[src/rtl/vga_rx_monitor.sv]
// Receive-side VGA monitor: recovers line/frame geometry, locks on two matching frames and
// captures single pixels by active coordinate. `VGA_RX_CHECKSUM_EN adds a per-frame pixel sum.
module vga_rx_monitor #(
  parameter bit          HS_ACTIVE_LOW = 1'b1,
  parameter bit          VS_ACTIVE_LOW = 1'b0,
  parameter int unsigned XW            = 12,
  parameter int unsigned YW            = 11
) (
  input  logic          clock,
  input  logic          reset,
  input  logic          vga_hs,
  input  logic          vga_vs,
  input  logic          vga_blank_n,
  input  logic [23:0]   vga_rgb,
  output logic [XW-1:0] h_total,
  output logic [XW-1:0] h_sync,
  output logic [XW-1:0] h_active,
  output logic [YW-1:0] v_total,
  output logic [YW-1:0] v_sync,
  output logic [YW-1:0] v_active,
  output logic          locked,
  output logic [7:0]    lock_err_cnt,
  output logic [15:0]   frame_cnt,
`ifdef VGA_RX_CHECKSUM_EN
  output logic [31:0]   frame_sum,
  output logic          frame_sum_valid,
`endif
  input  logic [XW-1:0] cap_x,
  input  logic [YW-1:0] cap_y,
  input  logic          cap_req,
  output logic          cap_valid,
  output logic [23:0]   cap_data,
  output logic          cap_err
);

  typedef enum logic [1:0] {StSearch, StMeasure, StVerify, StLocked} state_e;

  typedef struct packed {
    logic [XW-1:0] ht;
    logic [XW-1:0] hs;
    logic [XW-1:0] ha;
    logic [YW-1:0] vt;
    logic [YW-1:0] vs;
    logic [YW-1:0] va;
  } geom_t;

  function automatic logic [XW-1:0] inc_x(input logic [XW-1:0] v);
    return (v == '1) ? v : v + 1'b1;
  endfunction

  function automatic logic [YW-1:0] inc_y(input logic [YW-1:0] v);
    return (v == '1) ? v : v + 1'b1;
  endfunction

  logic          hs_q, hs_d, vs_q, vs_d, blank_q, blank_d, hs_p_q, hs_p_d, vs_p_q, vs_p_d;
  logic [23:0]   rgb_q, rgb_d;
  logic          req_q, req_d;
  logic [XW-1:0] req_x_q, req_x_d;
  logic [YW-1:0] req_y_q, req_y_d;
  logic [XW-1:0] hc_q, hc_d, hsc_q, hsc_d, bc_q, bc_d;
  logic [XW-1:0] ht_line_q, ht_line_d, hs_line_q, hs_line_d, ha_line_q, ha_line_d;
  logic [YW-1:0] vc_q, vc_d, vsc_q, vsc_d, ay_q, ay_d;
  logic          line_vs_q, line_vs_d, line_act_q, line_act_d;
  logic [15:0]   frame_cnt_q, frame_cnt_d;
  state_e        state_q, state_d;
  geom_t         stored_q, stored_d, commit_q, commit_d, meas;
  logic          locked_q, locked_d;
  logic [7:0]    lock_err_q, lock_err_d;
  logic          pend_q, pend_d;
  logic [XW-1:0] cx_q, cx_d;
  logic [YW-1:0] cy_q, cy_d;
  logic          cap_valid_q, cap_valid_d, cap_err_q, cap_err_d;
  logic [23:0]   cap_data_q, cap_data_d;
`ifdef VGA_RX_CHECKSUM_EN
  logic [31:0]   sum_q, sum_d, fsum_q, fsum_d, pix_add;
  logic          fsv_q, fsv_d;
`endif

  logic          hs_lead, vs_lead, hit, in_range;
  logic [XW-1:0] cur_ax;
  logic [YW-1:0] vc_n, vsc_n, ay_n, cur_ay;

  assign hs_lead  = hs_q & ~hs_p_q;
  assign vs_lead  = vs_q & ~vs_p_q;
  // Line end is applied before the frame boundary when both edges share a sample.
  assign vc_n     = hs_lead ? inc_y(vc_q) : vc_q;
  assign vsc_n    = (hs_lead && line_vs_q) ? inc_y(vsc_q) : vsc_q;
  assign ay_n     = (hs_lead && line_act_q) ? inc_y(ay_q) : ay_q;
  assign cur_ax   = hs_lead ? '0 : bc_q;
  assign cur_ay   = vs_lead ? '0 : ay_n;
  assign in_range = (cx_q < commit_q.ha) && (cy_q < commit_q.va);
  assign hit      = pend_q && locked_q && blank_q && in_range &&
                    (cur_ax == cx_q) && (cur_ay == cy_q);

  always_comb begin
    meas    = '0;
    meas.ht = hs_lead ? hc_q : ht_line_q;
    meas.hs = hs_lead ? hsc_q : hs_line_q;
    meas.ha = (hs_lead && bc_q != '0) ? bc_q : ha_line_q;
    meas.vt = vc_n;
    meas.vs = vsc_n;
    meas.va = ay_n;
  end

  always_comb begin
    hs_d    = HS_ACTIVE_LOW ? ~vga_hs : vga_hs;
    vs_d    = VS_ACTIVE_LOW ? ~vga_vs : vga_vs;
    blank_d = vga_blank_n;
    rgb_d   = vga_rgb;
    req_d   = cap_req;
    req_x_d = cap_x;
    req_y_d = cap_y;
    hs_p_d  = hs_q;
    vs_p_d  = vs_q;

    hc_d      = inc_x(hc_q);
    hsc_d     = hs_q ? inc_x(hsc_q) : hsc_q;
    bc_d      = blank_q ? inc_x(bc_q) : bc_q;
    ht_line_d = ht_line_q;
    hs_line_d = hs_line_q;
    ha_line_d = ha_line_q;
    if (hs_lead) begin
      ht_line_d = hc_q;
      hs_line_d = hsc_q;
      // Blanked lines (porches, sync) would otherwise report an active width of zero.
      if (bc_q != '0) ha_line_d = bc_q;
      hc_d  = {{(XW-1){1'b0}}, 1'b1};
      hsc_d = {{(XW-1){1'b0}}, 1'b1};
      bc_d  = {{(XW-1){1'b0}}, blank_q};
    end

    line_vs_d  = hs_lead ? vs_q    : (line_vs_q  | vs_q);
    line_act_d = hs_lead ? blank_q : (line_act_q | blank_q);
    vc_d       = vs_lead ? '0 : vc_n;
    vsc_d      = vs_lead ? '0 : vsc_n;
    ay_d       = vs_lead ? '0 : ay_n;
    frame_cnt_d = vs_lead ? frame_cnt_q + 16'd1 : frame_cnt_q;

    state_d    = state_q;
    stored_d   = stored_q;
    commit_d   = commit_q;
    locked_d   = locked_q;
    lock_err_d = lock_err_q;
    if (vs_lead) begin
      case (state_q)
        StSearch:  state_d = StMeasure;
        StMeasure: begin
          stored_d = meas;
          state_d  = StVerify;
        end
        StVerify: begin
          if (meas == stored_q) begin
            commit_d = meas;
            locked_d = 1'b1;
            state_d  = StLocked;
          end else begin
            stored_d = meas;
          end
        end
        StLocked: begin
          if (meas != commit_q) begin
            locked_d   = 1'b0;
            lock_err_d = (lock_err_q == 8'hFF) ? lock_err_q : lock_err_q + 8'd1;
            stored_d   = meas;
            state_d    = StVerify;
          end
        end
        default: state_d = StSearch;
      endcase
    end

    cap_valid_d = hit;
    cap_data_d  = hit ? rgb_q : cap_data_q;
    cap_err_d   = pend_q && locked_q && !locked_d && !hit;
    pend_d      = pend_q;
    cx_d        = cx_q;
    cy_d        = cy_q;
    if (req_q) begin
      pend_d = 1'b1;
      cx_d   = req_x_q;
      cy_d   = req_y_q;
    end else if (hit || cap_err_d) begin
      pend_d = 1'b0;
    end

`ifdef VGA_RX_CHECKSUM_EN
    pix_add = blank_q ? {8'h00, rgb_q} : 32'h0;
    sum_d   = vs_lead ? pix_add : sum_q + pix_add;
    fsum_d  = vs_lead ? sum_q : fsum_q;
    fsv_d   = vs_lead;
`endif
  end

  always_ff @(posedge clock or posedge reset) begin
    if (reset) begin
      hs_q <= 1'b0;  vs_q <= 1'b0;  blank_q <= 1'b0;  rgb_q <= '0;
      hs_p_q <= 1'b0;  vs_p_q <= 1'b0;
      req_q <= 1'b0;  req_x_q <= '0;  req_y_q <= '0;
      hc_q <= '0;  hsc_q <= '0;  bc_q <= '0;
      ht_line_q <= '0;  hs_line_q <= '0;  ha_line_q <= '0;
      vc_q <= '0;  vsc_q <= '0;  ay_q <= '0;
      line_vs_q <= 1'b0;  line_act_q <= 1'b0;
      frame_cnt_q <= '0;
      state_q <= StSearch;
      stored_q <= '0;  commit_q <= '0;
      locked_q <= 1'b0;  lock_err_q <= '0;
      pend_q <= 1'b0;  cx_q <= '0;  cy_q <= '0;
      cap_valid_q <= 1'b0;  cap_err_q <= 1'b0;  cap_data_q <= '0;
`ifdef VGA_RX_CHECKSUM_EN
      sum_q <= '0;  fsum_q <= '0;  fsv_q <= 1'b0;
`endif
    end else begin
      hs_q <= hs_d;  vs_q <= vs_d;  blank_q <= blank_d;  rgb_q <= rgb_d;
      hs_p_q <= hs_p_d;  vs_p_q <= vs_p_d;
      req_q <= req_d;  req_x_q <= req_x_d;  req_y_q <= req_y_d;
      hc_q <= hc_d;  hsc_q <= hsc_d;  bc_q <= bc_d;
      ht_line_q <= ht_line_d;  hs_line_q <= hs_line_d;  ha_line_q <= ha_line_d;
      vc_q <= vc_d;  vsc_q <= vsc_d;  ay_q <= ay_d;
      line_vs_q <= line_vs_d;  line_act_q <= line_act_d;
      frame_cnt_q <= frame_cnt_d;
      state_q <= state_d;
      stored_q <= stored_d;  commit_q <= commit_d;
      locked_q <= locked_d;  lock_err_q <= lock_err_d;
      pend_q <= pend_d;  cx_q <= cx_d;  cy_q <= cy_d;
      cap_valid_q <= cap_valid_d;  cap_err_q <= cap_err_d;  cap_data_q <= cap_data_d;
`ifdef VGA_RX_CHECKSUM_EN
      sum_q <= sum_d;  fsum_q <= fsum_d;  fsv_q <= fsv_d;
`endif
    end
  end

  assign h_total      = commit_q.ht;
  assign h_sync       = commit_q.hs;
  assign h_active     = commit_q.ha;
  assign v_total      = commit_q.vt;
  assign v_sync       = commit_q.vs;
  assign v_active     = commit_q.va;
  assign locked       = locked_q;
  assign lock_err_cnt = lock_err_q;
  assign frame_cnt    = frame_cnt_q;
  assign cap_valid    = cap_valid_q;
  assign cap_data     = cap_data_q;
  assign cap_err      = cap_err_q;
`ifdef VGA_RX_CHECKSUM_EN
  assign frame_sum       = fsum_q;
  assign frame_sum_valid = fsv_q;
`endif

endmodule

[config.mk]
export PLATFORM = sky130hd
export DESIGN_NAME = vga_rx_monitor
export DESIGN_NICKNAME = d
export VERILOG_FILES = /design/src/rtl/vga_rx_monitor.sv
export SDC_FILE = /design/constraint.sdc
export NUM_CORES = 1
export LEC_CHECK = 0
export CAP_MARGIN = 20
export CORE_MARGIN = 5
export CORE_UTILIZATION = 50
export DETAILED_ROUTE_END_ITERATION = 10
export DONT_BUFFER_PORTS = 1
export PLACE_DENSITY = 0.71
export SLEW_MARGIN = 0
export SYNTH_ARGS = -nofsm -noshare
export SYNTH_HDL_FRONTEND = slang
export SYNTH_SLANG_ARGS = --single-unit
[constraint.sdc]
create_clock -name clock -period 12.45 [get_ports clock]
set_input_delay 1.245 -clock clock [delete_from_list [all_inputs] [get_ports clock]]
set_output_delay 1.245 -clock clock [all_outputs]
set_load 0.02 [all_outputs]
==> results by group <==
Power
  • Areal power density over the cells: 159 nW/µm²
  • Net switching power figure: 1.06 mW
  • Maximum ir drop on the vdd rail: 0.000161 V
  • Sequential power share: 0.436
  • Comb pwr share: 0.173
  • Overall power: 3.40 mW
  • Part of the total power dissipated in the clock network: 0.391
  • Net switching share of the total power: 0.312
  • Pint: 2.34 mW
  • Leak Pwr: 9.35 nW

GRT
  • GR Layer Usage met3: 0.0764
  • Global-route met2 utilization: 0.440
  • GRT met1 Usage: 0.400
  • Global-route layer with the greatest usage: met2
  • Maximum number of pins on one net before global-route repair: 179
  • Via count of the first global-routing pass: 15,000
  • Remaining Overflow, GRT: 0
  • Antenna violations before repair: 1
  • Overall track demand over capacity in global routing: 0.290
  • First-pass GRT wire length: 97,200 µm

Die
  • Cell Rows: 72
  • Overall die height: 208 µm
  • Die Span X: 208 µm
  • Floorplan die area: 43,300 µm²
  • Number of I/O pins: 173
  • Area of the core: 38,700 µm²
  • Starting density of the core: 0.507

Setup path
  • Required time at the endpoint of the critical path: 12,900 ps
  • Critical path endpoint category: flip-flop
  • Start-to-end type of the worst setup path: reg -> reg
  • Startpoint kind of the worst setup timing path: flip-flop
  • Maximum fanout encountered on the critical timing path: 82
  • Arrival time at the worst endpoint: 6680 ps

Logic synthesis
  • Combined area of all synthesized cells: 19,600 µm²
  • Number of storage elements in the synthesis netlist: 375
  • Synth unique cells: 90
  • Ys async rst share: 1.00
  • Mapped Nets: 1,954
  • Number of enable-type register cells in the synthesized netlist: 0
  • Avg Synthesized Cell Area: 10.5 µm²
  • Ys Warns: 0
  • Synth Flop Type: dfrtp_1
  • Sequential share of the synthesized area: 0.478
  • Gate Count Post-Synth: 1,871

Clocking
  • Clock latency on the worst-skew pair: 580 ps
  • TritonCTS Sinks: 375
  • H-tree depth reported by CTS: 2
  • Clk pin slew, worst setup/hold paths: 70 ps
  • Post-CTS Resized: 0
  • CTS tree: built
  • Number of hold buffers added after cts: 0
  • Master cell of the clock root buffer: clkbuf_16
  • Total CTS buffers: 42
  • Number of setup buffers added after CTS: 0
  • Clk buf depth: 3

STA
  • Final period demand of the worst path: 6230 ps
  • Worst setup slack after layout: 6220 ps
  • Slew headroom: 0.302
  • Final Max Tran Viols: 0
  • Total setup violations reported at the end of the flow: 0
  • WHS: 471 ps
  • Max Clock Skew: 19.7 ps
  • RSZ-0062 raised after global routing: false
  • Total negative setup slack: 0 ps
  • Transition time of the tightest slew-check pin: 1040 ps
  • Maximum operating frequency: 0.160 GHz
  • Fin. Hold Viols: 0
  • Final worst path period share: 0.501

Layout
  • Total area of sequential cells: 9380 µm²
  • Antenna diode count: 0
  • Fraction of final layout cells sized beyond drive strength 1: 0.0983
  • Area used by multi-input combinational logic: 9360 µm²
  • Layout-stage area growth over the synthesis result: 9.05%
  • Number of nets at the end of the flow: 1,912
  • Highest-count cells in the layout ignoring fill and taps: dfrtp_1, nor2_1, inv_1, nand2_1, xnor2_1
  • Number of filler instances in the final layout: 3,363
  • Most common cell after layout, fill and taps aside: dfrtp_1

Run
  • Max-cap violation count: 0

Routing
  • Post-route DRC: 0
  • Via-per-instance ratio: 6.41
  • Detailed-route via count: 15,300
  • First-iteration detailed-routing DRC count: 1,731
  • Post-route ant nets: 0
  • Post-detailed-route wirelength per cell: 26.9 µm
  • 1st-pass router iterations: 6
  • Post-Route WL: 64,000 µm

Place
  • Post-DP HPWL: 47,100 µm
  • Worst setup timing slack at the placement stage: 6330 ps
  • Global placer's final weighted congestion: 1.04
  • Count of port buffers added during placement: 0

Worst hold path
  • Class of the most critical hold timing path: reg -> reg

Outcome
  • Status: finished, final reports clean
==> registers in the layout, indices dropped and copies added (netlist names), 12 cells and up <==
register	cells
bc_q	12
h_total	12
cx_q	12
frame_cnt	16
stored_q	69
ht_line_q	12
rgb_q	24
hs_line_q	12
cap_data	24
hc_q	12
req_x_q	12
h_active	12
h_sync	12
ha_line_q	12
hsc_q	12
==> power by group through the flow <==
stage | combinational (mW) | sequential (mW) | clock, mW
2_1_floorplan | 0.431 | 1.42 | 0
3_3_place_gp | 0.570 | 1.49 | 0
3_5_place_dp | 0.575 | 1.49 | 0
4_1_cts | 0.580 | 1.47 | 1.35
5_1_grt | 0.635 | 1.49 | 1.40
6_report | 0.589 | 1.48 | 1.33
==> metal layers <==
layer  routed length (µm)  vias to the layer above  share of wire
met4                 2910                        0          0.046
met1                26400                     7627           0.41
met5                    0                        -              0
met3                 6110                      155          0.095
met2                28500                      795           0.45
li1                     -                     6685              -
==> stage by stage <==
| stage | utilization | instance area (µm²) | instances |
|---|---|---|---|
| global placement | 0.515 | 19900 | 2302 |
| finish | 0.553 | 21400 | 2380 |
| floorplan | - | 19600 | 1871 |
| detailed placement | 0.515 | 19900 | 2303 |
| global route | 0.553 | 21400 | 2380 |
| CTS | 0.553 | 21400 | 2380 |
==> cell families (layout without fill, tap and decap cells) <==
kind of cell / Yosys count / in the layout / share of synthesized area
AND/OR/NAND/NOR: 556 / 556 / 0.148
flip-flops: 375 / 375 / 0.478
AO/OA/AOI/OAI: 335 / 335 / 0.122
buffers and inverters: 213 / 204 / 0.0467
multiplexers: 206 / 206 / 0.116
XOR/XNOR: 156 / 156 / 0.0703
adder cells (fa/ha/maj): 30 / 30 / 0.0191
==> cell usage after synthesis (41+ instances only) <==
master      n  area [µm²]
o21ai_0    62         310
nor2_1    120         450
mux2_2     71         800
mux2_1     94        1060
xnor2_1    98         858
xor2_1     57         499
nand2_1   110         413
a21oi_1    44         220
mux2i_1    41         410
dfrtp_1   375        9380
clkbuf_1   50         188
nand3_1    70         350
inv_1     112         420
nor3_1     46         230
==> cell type report <==
| class | instances | share of cell area |
|---|---|---|
| Clock inverter | 23 | 0.0144 |
| Clock buffer | 54 | 0.0545 |
| Multi-Input combinational cell | 1283 | 0.437 |
| Inverter | 113 | 0.0202 |
| Timing Repair Buffer | 14 | 0.00532 |
| Sequential cell | 375 | 0.438 |
| Tap cell | 518 | 0.0303 |
==> worst max-delay path, cell delays in order (launching register included) <==
cell,delay [ps]
dfrtp_1,680
nor2b_4,250
buf_4,360
buf_4,770
o31ai_4,380
a22o_1,370
xor2_1,170
nor3_1,540
nand4_1,300
nor4_2,450
and3_4,610
buf_4,680
mux2_1,390
==> worst paths after layout <==
check,slack (ps),depth (start not counted),endpoint,startpoint
max in group asynchronous,10290,2,req_y_q[3],reset
setup reg to reg,6220,12,h_total[4],hs_p_d
hold reg to reg,470,1,cap_data[11],rgb_q[11]
min in group asynchronous,660,1,bc_q[3],reset
setup / recovery,6220,12,h_total[4],hs_p_d
hold / removal,470,1,cap_data[11],rgb_q[11]
(Power assumes the default switching activity.)
